==> config.mk <==
export PLATFORM = sky130hd
export DESIGN_NAME = id_ex_pipeline_register_flat
export DESIGN_NICKNAME = d
export VERILOG_FILES = /design/src/rtl/id_ex_if.sv /design/src/rtl/id_ex_pipeline_register.sv /design/src/flat_wrapper.sv
export SDC_FILE = /design/constraint.sdc
export NUM_CORES = 1
export LEC_CHECK = 0
export CORE_AREA = 3 3 123 125
export CTS_BUF_LIST = sky130_fd_sc_hd__clkbuf_8
export DETAILED_ROUTE_END_ITERATION = 8
export DIE_AREA = 0 0 126 128
export GPL_TIMING_DRIVEN = 0
export PLACE_DENSITY = 0.9
export RECOVER_POWER = 50
export REMOVE_ABC_BUFFERS = 1
export SLEW_MARGIN = 15
export SYNTH_ARGS = -nofsm -noshare
export SYNTH_HDL_FRONTEND = slang
export SYNTH_SLANG_ARGS = --single-unit
==> constraint.sdc <==
create_clock -name clk -period 1.7 [get_ports clk]
set_input_delay 0.255 -clock clk [delete_from_list [all_inputs] [get_ports clk]]
set_output_delay 0.255 -clock clk [all_outputs]
set_load 0.01 [all_outputs]
==> src/rtl/id_ex_if.sv <==
// ID->EX stage bundle: ID_* fields driven by decode, EX_* fields driven by the pipeline register.
interface id_ex_if #(
   parameter int unsigned DATA_W = 32,
   parameter int unsigned REG_W  = 5
);
   logic              ID_valid;
   logic [2:0]        ID_Si;
   logic [DATA_W-1:0] ID_PA;
   logic [DATA_W-1:0] ID_PB;
   logic [11:0]       ID_imm12_I;
   logic [11:0]       ID_imm12_S;
   logic [19:0]       ID_imm20;
   logic [DATA_W-1:0] ID_PC;
   logic [3:0]        ID_ALU_op;
   logic [REG_W-1:0]  ID_rd;
   logic              ID_RF_LE;
   logic              ID_load;
   logic              ID_mem_write;
   logic [1:0]        ID_mem_size;

   logic              EX_valid;
   logic [2:0]        EX_Si;
   logic [DATA_W-1:0] EX_PA;
   logic [DATA_W-1:0] EX_PB;
   logic [11:0]       EX_imm12_I;
   logic [11:0]       EX_imm12_S;
   logic [19:0]       EX_imm20;
   logic [DATA_W-1:0] EX_PC;
   logic [3:0]        EX_ALU_op;
   logic [REG_W-1:0]  EX_rd;
   logic              EX_RF_LE;
   logic              EX_load;
   logic              EX_mem_write;
   logic [1:0]        EX_mem_size;

   modport master (
      output ID_valid, ID_Si, ID_PA, ID_PB, ID_imm12_I, ID_imm12_S, ID_imm20, ID_PC,
             ID_ALU_op, ID_rd, ID_RF_LE, ID_load, ID_mem_write, ID_mem_size,
      input  EX_valid, EX_Si, EX_PA, EX_PB, EX_imm12_I, EX_imm12_S, EX_imm20, EX_PC,
             EX_ALU_op, EX_rd, EX_RF_LE, EX_load, EX_mem_write, EX_mem_size
   );

   modport slave (
      input  ID_valid, ID_Si, ID_PA, ID_PB, ID_imm12_I, ID_imm12_S, ID_imm20, ID_PC,
             ID_ALU_op, ID_rd, ID_RF_LE, ID_load, ID_mem_write, ID_mem_size,
      output EX_valid, EX_Si, EX_PA, EX_PB, EX_imm12_I, EX_imm12_S, EX_imm20, EX_PC,
             EX_ALU_op, EX_rd, EX_RF_LE, EX_load, EX_mem_write, EX_mem_size
   );
endinterface

==> src/rtl/id_ex_pipeline_register.sv <==
// ID->EX pipeline register with stall (hold) and flush (bubble); priority reset > flush > stall.
// Optional saturating stall counter enabled by defining ID_EX_STALL_COUNT_EN.
module id_ex_pipeline_register #(
   parameter int unsigned DATA_W = 32,
   parameter int unsigned REG_W  = 5
) (
   input  logic        clk,
   input  logic        reset,
   input  logic        stall,
   input  logic        flush,
`ifdef ID_EX_STALL_COUNT_EN
   id_ex_if.slave      bus,
   output logic [15:0] stall_count
`else
   id_ex_if.slave      bus
`endif
);

   localparam int unsigned BusW = 1 + 3 + 3 * DATA_W + 12 + 12 + 20 + 4 + REG_W + 1 + 1 + 1 + 2;

   logic [BusW-1:0] id_bus;
   logic [BusW-1:0] ex_q;

   // All fields travel as one flat word so hold/bubble behave identically for every field.
   assign id_bus = {bus.ID_valid, bus.ID_Si, bus.ID_PA, bus.ID_PB, bus.ID_imm12_I,
                    bus.ID_imm12_S, bus.ID_imm20, bus.ID_PC, bus.ID_ALU_op, bus.ID_rd,
                    bus.ID_RF_LE, bus.ID_load, bus.ID_mem_write, bus.ID_mem_size};

   assign {bus.EX_valid, bus.EX_Si, bus.EX_PA, bus.EX_PB, bus.EX_imm12_I,
           bus.EX_imm12_S, bus.EX_imm20, bus.EX_PC, bus.EX_ALU_op, bus.EX_rd,
           bus.EX_RF_LE, bus.EX_load, bus.EX_mem_write, bus.EX_mem_size} = ex_q;

   always_ff @(posedge clk) begin
      if (reset) begin
         ex_q <= '0;
      end else if (flush) begin
         ex_q <= '0;
      end else if (!stall) begin
         ex_q <= id_bus;
      end
   end

`ifdef ID_EX_STALL_COUNT_EN
   // Counts only stalls that hold a real instruction; saturates instead of wrapping.
   always_ff @(posedge clk) begin
      if (reset) begin
         stall_count <= 16'd0;
      end else if (stall && !flush && ex_q[BusW-1] && (stall_count != 16'hFFFF)) begin
         stall_count <= stall_count + 16'd1;
      end
   end
`endif

endmodule

==> src/flat_wrapper.sv <==
// flat-port wrapper written by rule: the top's interface ports become plain ports
module id_ex_pipeline_register_flat 
#(
   parameter int unsigned DATA_W = 32,
   parameter int unsigned REG_W  = 5
)
  (clk, reset, stall, flush, bus_ID_valid, bus_ID_Si, bus_ID_PA, bus_ID_PB, bus_ID_imm12_I, bus_ID_imm12_S, bus_ID_imm20, bus_ID_PC, bus_ID_ALU_op, bus_ID_rd, bus_ID_RF_LE, bus_ID_load, bus_ID_mem_write, bus_ID_mem_size, bus_EX_valid, bus_EX_Si, bus_EX_PA, bus_EX_PB, bus_EX_imm12_I, bus_EX_imm12_S, bus_EX_imm20, bus_EX_PC, bus_EX_ALU_op, bus_EX_rd, bus_EX_RF_LE, bus_EX_load, bus_EX_mem_write, bus_EX_mem_size);
  id_ex_if #(.DATA_W(DATA_W), .REG_W(REG_W)) bus_i ();
  input  logic clk;
  input  logic reset;
  input  logic stall;
  input  logic flush;
  input wire logic [$bits(bus_i.ID_valid)-1:0] bus_ID_valid;
  input wire logic [$bits(bus_i.ID_Si)-1:0] bus_ID_Si;
  input wire logic [$bits(bus_i.ID_PA)-1:0] bus_ID_PA;
  input wire logic [$bits(bus_i.ID_PB)-1:0] bus_ID_PB;
  input wire logic [$bits(bus_i.ID_imm12_I)-1:0] bus_ID_imm12_I;
  input wire logic [$bits(bus_i.ID_imm12_S)-1:0] bus_ID_imm12_S;
  input wire logic [$bits(bus_i.ID_imm20)-1:0] bus_ID_imm20;
  input wire logic [$bits(bus_i.ID_PC)-1:0] bus_ID_PC;
  input wire logic [$bits(bus_i.ID_ALU_op)-1:0] bus_ID_ALU_op;
  input wire logic [$bits(bus_i.ID_rd)-1:0] bus_ID_rd;
  input wire logic [$bits(bus_i.ID_RF_LE)-1:0] bus_ID_RF_LE;
  input wire logic [$bits(bus_i.ID_load)-1:0] bus_ID_load;
  input wire logic [$bits(bus_i.ID_mem_write)-1:0] bus_ID_mem_write;
  input wire logic [$bits(bus_i.ID_mem_size)-1:0] bus_ID_mem_size;
  output wire logic [$bits(bus_i.EX_valid)-1:0] bus_EX_valid;
  output wire logic [$bits(bus_i.EX_Si)-1:0] bus_EX_Si;
  output wire logic [$bits(bus_i.EX_PA)-1:0] bus_EX_PA;
  output wire logic [$bits(bus_i.EX_PB)-1:0] bus_EX_PB;
  output wire logic [$bits(bus_i.EX_imm12_I)-1:0] bus_EX_imm12_I;
  output wire logic [$bits(bus_i.EX_imm12_S)-1:0] bus_EX_imm12_S;
  output wire logic [$bits(bus_i.EX_imm20)-1:0] bus_EX_imm20;
  output wire logic [$bits(bus_i.EX_PC)-1:0] bus_EX_PC;
  output wire logic [$bits(bus_i.EX_ALU_op)-1:0] bus_EX_ALU_op;
  output wire logic [$bits(bus_i.EX_rd)-1:0] bus_EX_rd;
  output wire logic [$bits(bus_i.EX_RF_LE)-1:0] bus_EX_RF_LE;
  output wire logic [$bits(bus_i.EX_load)-1:0] bus_EX_load;
  output wire logic [$bits(bus_i.EX_mem_write)-1:0] bus_EX_mem_write;
  output wire logic [$bits(bus_i.EX_mem_size)-1:0] bus_EX_mem_size;
  assign bus_i.ID_valid = bus_ID_valid;
  assign bus_i.ID_Si = bus_ID_Si;
  assign bus_i.ID_PA = bus_ID_PA;
  assign bus_i.ID_PB = bus_ID_PB;
  assign bus_i.ID_imm12_I = bus_ID_imm12_I;
  assign bus_i.ID_imm12_S = bus_ID_imm12_S;
  assign bus_i.ID_imm20 = bus_ID_imm20;
  assign bus_i.ID_PC = bus_ID_PC;
  assign bus_i.ID_ALU_op = bus_ID_ALU_op;
  assign bus_i.ID_rd = bus_ID_rd;
  assign bus_i.ID_RF_LE = bus_ID_RF_LE;
  assign bus_i.ID_load = bus_ID_load;
  assign bus_i.ID_mem_write = bus_ID_mem_write;
  assign bus_i.ID_mem_size = bus_ID_mem_size;
  assign bus_EX_valid = bus_i.EX_valid;
  assign bus_EX_Si = bus_i.EX_Si;
  assign bus_EX_PA = bus_i.EX_PA;
  assign bus_EX_PB = bus_i.EX_PB;
  assign bus_EX_imm12_I = bus_i.EX_imm12_I;
  assign bus_EX_imm12_S = bus_i.EX_imm12_S;
  assign bus_EX_imm20 = bus_i.EX_imm20;
  assign bus_EX_PC = bus_i.EX_PC;
  assign bus_EX_ALU_op = bus_i.EX_ALU_op;
  assign bus_EX_rd = bus_i.EX_rd;
  assign bus_EX_RF_LE = bus_i.EX_RF_LE;
  assign bus_EX_load = bus_i.EX_load;
  assign bus_EX_mem_write = bus_i.EX_mem_write;
  assign bus_EX_mem_size = bus_i.EX_mem_size;
  id_ex_pipeline_register #(.DATA_W(DATA_W), .REG_W(REG_W)) u_core (.clk(clk), .reset(reset), .stall(stall), .flush(flush), .bus(bus_i));
endmodule
Word-level counts from Yosys, hierarchy flattened
Index checks and enable logic that the tools add are counted.
- add/subtract/negate cells: 0
- multiply operators: 0
- div/mod/pow operators: 0
- order comparisons: 0
- equal/unequal tests: 0
- shift operators: 0
- muxes and demuxes: 0
- bitwise operators: 0
- reductions and logical operators: 1
- operators with widths (cell ; count):
    $reduce_or A2 Y1 ; 1
- register bits: 158
- bits in latches: 0
- memory bits (writable): 0
- bits in read-only memories: 0
- output and inout bits: 158
- memories: 0

Logic depth before layout (Yosys ltp)
- word-level depth: 1
- gate-level depth with buffers: 5

Least setup slack after synthesis
No wires, ideal clock.
- path kind: input port to flip-flop
- start: input port stall
- end: register u_core.ex_q[100]
- arrival: 921 ps
- required time: 1586 ps
- path slack: 665 ps
- cell stages on the path: 5
- path buffers: 3
- cells stage by stage: buf_2 > buf_6 > buf_6 > mux2i_1 > nor2_1
- RTL lines (item ; RTL line ; text):
    start: declaration ; flat_wrapper.sv:11 ; input logic stall;
    end signal: assignment ; id_ex_pipeline_register.sv:39 ; ex_q <= id_bus;
    end: declaration ; id_ex_pipeline_register.sv:22 ; logic [BusW-1:0] ex_q;

Final worst setup path
- start: register u_core.ex_q[141]
- end: output port bus_EX_PA[19]
- RTL lines (item ; RTL line ; text):
    end: declaration ; flat_wrapper.sv:29 ; output wire logic [$bits(bus_i.EX_PA)-1:0] bus_EX_PA;
No word-level cell between the ends.

==> impl_metrics.env <==
export IMPL_status="complete, no violations"
export IMPL_cellPowerDensity_mw_per_mm2=860
export IMPL_io_buffer_count=319
export IMPL_maxClockFrequency_mhz=618
export IMPL_clock_sinks=158
export IMPL_report_final_slew_viol_count=0
export IMPL_yosys_area_share_simple=0.105
export IMPL_startpoint_type="flop"
export IMPL_synthAdderAreaFrac=0
export IMPL_clk_pin_slew_ps=80
export IMPL_end_kind="primary output"
export IMPL_reg_largest_list="u_core.ex_q: 158 flops"
export IMPL_cts_buffers_inserted=17
export IMPL_dr_pass1_iters=4
export IMPL_setup_viol=0
export IMPL_syn_area_mm2=0.00570
export IMPL_synth_xor_area_share=0
export IMPL_io_pins=320
export IMPL_netSwitchingPower_mw=1.88
export IMPL_wl_per_cell_um=15.5
export IMPL_synth_mux_area_frac=0.277
export IMPL_grt_antenna_before_repair=0
export IMPL_synth_seq_cells=158
export IMPL_min_from="stall"
export IMPL_critPathSlowestCell="clkdlybuf4s50_1"
export IMPL_yosysWarnings=0
export IMPL_synth_top_family_by_area="multiplexers"
export IMPL_cts_max_level=4
export IMPL_min_path_cells=3
export IMPL_path_cells="clkdlybuf4s50_1"
export IMPL_r2r_cells=2
export IMPL_fin_skew_ps=0
export IMPL_postRouteAntennaNets=0
export IMPL_drive_gt1_frac=0.0446
export IMPL_leakage_nw=3.89
export IMPL_largest_reg_flops=158
export IMPL_dieArea_mm2=0.0161
export IMPL_antennaDiodeCount=0
export IMPL_setup_tns_ps=0
export IMPL_syn_avg_cell_area_um2=11.2
export IMPL_critical_path_arrival_ps=1360
export IMPL_drt_iter0_markers=158
export IMPL_grt_pass1_vias=4712
export IMPL_fillCellCount=1048
export IMPL_via_count=4663
export IMPL_critPathBufInv=1
export IMPL_power_share_clock=0.373
export IMPL_combPwrFrac=0.143
export IMPL_dpl_cell_area_mm2=0.00888
export IMPL_postCtsHoldBufs=0
export IMPL_intPower_mw=6.13
export IMPL_slowest_delay_ps=570
export IMPL_start_util=0.408
export IMPL_layout_setup_ws_ps=83.1
export IMPL_nNetsFinal=979
export IMPL_dieHeight_um=128
export IMPL_critPathTopFamily="buffers and inverters"
export IMPL_grt_usage=0.189
export IMPL_coreArea_mm2=0.0140
export IMPL_grt_max_degree=74
export IMPL_cts_tree="done"
export IMPL_worstMarginPinSlew_ps=788
export IMPL_cts_root_buf="clkbuf_8"
export IMPL_finalHoldViolCount=0
export IMPL_avgViaCountPerCell=4.62
export IMPL_syn_inst=511
export IMPL_final_area_mm2=0.00931
export IMPL_min_period_over_period=0.951
export IMPL_synth_cell_types=7
export IMPL_finish_utilization=0.666
export IMPL_insertion_delay_ps=430
export IMPL_r2r_setup_slack_ps=1010
export IMPL_r2r_start="u_core.ex_q[101]$_SDFFE_PP0N_"
export IMPL_drv_cap=0
export IMPL_path_max_fanout=2
export IMPL_rr_endpoint="u_core.ex_q[101]$_SDFFE_PP0N_"
export IMPL_synth_compound_area_frac=0
export IMPL_fin_crit_ps=1620
export IMPL_hpwl_mm=11.7
export IMPL_pre_cts_ws_ps=-9.38
export IMPL_clock_path_buffers=2
export IMPL_area_delta_synth_final_pct=63.4
export IMPL_min_to="u_core.ex_q[86]$_SDFFE_PP0N_"
export IMPL_synth_sequential_area_ratio=0.555
export IMPL_seq_area_mm2=0.00316
export IMPL_grt_pass1_wl_mm=24.3
export IMPL_grt_overflow_total=0
export IMPL_peakVddDrop_mv=0.637
export IMPL_pwr_share_seq=0.484
export IMPL_routed_wl_mm=15.7
export IMPL_rsz0062_at_grt="false"
export IMPL_multiInputGateArea_mm2=0.00218
export IMPL_remaining_drc_errors=0
export IMPL_required_ps=1440
export IMPL_globalplace_congestion=0.754
export IMPL_swShare=0.235
export IMPL_hp_class="in2reg"
export IMPL_rows=43
export IMPL_path_class="reg2out"
export IMPL_relSlewSlack=0.475
export IMPL_regMostFlops="u_core.ex_q"
export IMPL_die_width_um=126
==> cells by family after synthesis <==
| family | Yosys count |
|---|---|
| and+or+nand+nor | 159 |
| buffers and inverters | 36 |
| muxes | 158 |
| DFF | 158 |
==> cells in the mapped netlist <==
cell      number  area, µm²
dfxtp_1      158       3160
mux2i_1      158       1580
nor2_1       158        593
buf_6         29        327
buf_2          4       20.0
clkbuf_1       3       11.3
or2_1          1       6.26
==> layout make-up <==
class,count,share of cell area
clock buffers,20,0.0296
clock inverters,12,0.0171
multi-input cells,317,0.234
flip-flops and latches,158,0.340
well taps,180,0.0242
repair buffers,323,0.355
==> power groups by stage <==
stage | logic [mW] | registers [mW] | clock network, mW
3_5_place_dp | 1.15 | 3.97 | 0
5_1_grt | 1.22 | 3.90 | 3.24
3_3_place_gp | 1.30 | 3.96 | 0
2_1_floorplan | 0.304 | 4.02 | 0
4_1_cts | 1.16 | 3.88 | 3.07
6_report | 1.14 | 3.88 | 2.99
==> routing by layer <==
metal / track usage / up-vias / routed length [µm] / share of wire
li1: - / 2301 / - / -
met1: 0.201 / 2116 / 5940 / 0.38
met2: 0.321 / 219 / 7590 / 0.48
met3: 0.0946 / 27 / 1780 / 0.11
met4: 0.0789 / 0 / 372 / 0.024
met5: 0 / - / 0 / 0
==> cell usage in the layout (no fill, tap or decap) <==
cell,Yosys,routed
mux2i_1,158,158
dlygate4sd3_1,0,1
buf_8,0,1
clkbuf_8,0,20
dlymetal6s2s_1,0,1
dfxtp_1,158,158
clkinvlp_4,0,3
nor2_1,158,158
or2_2,0,1
clkinv_2,0,1
inv_1,0,1
clkinv_4,0,2
bufinv_16,0,3
buf_16,0,4
inv_8,0,1
inv_6,0,1
clkdlybuf4s50_1,0,316
==> timing repair <==
action,in CTS,in global routing
gates resized for setup,0,1
buffers inserted,0,0
endpoints found under the setup margin,0,1
==> through the flow <==
| step | std cells | hold WS (ps) | total power, mW |
|---|---|---|---|
| after floorplan | 475 | 399 | 4.33 |
| after global placement | 974 | 472 | 5.26 |
| after detailed placement | 978 | 483 | 5.12 |
| after CTS | 1010 | 164 | 8.11 |
| after global routing | 1010 | 175 | 8.37 |
| final | 1010 | 207 | 8.01 |
==> worst max path at each step <==
stage / start / endpoint / slack (ps) / cells after the start
floorplan: reset / u_core.ex_q[0]$_SDFFE_PP0N_ / -1410 / 2
global route: u_core.ex_q[127]$_SDFFE_PP0N_ / bus_EX_PA[5] / 1 / 1
CTS: u_core.ex_q[72]$_SDFFE_PP0N_ / bus_EX_imm12_S[6] / 20 / 1
global placement: stall / u_core.ex_q[101]$_SDFFE_PP0N_ / -6570 / 3
finish: u_core.ex_q[141]$_SDFFE_PP0N_ / bus_EX_PA[19] / 80 / 1
detailed placement: flush / u_core.ex_q[154]$_SDFFE_PP0N_ / -9 / 4
(Power assumes the default switching activity.)
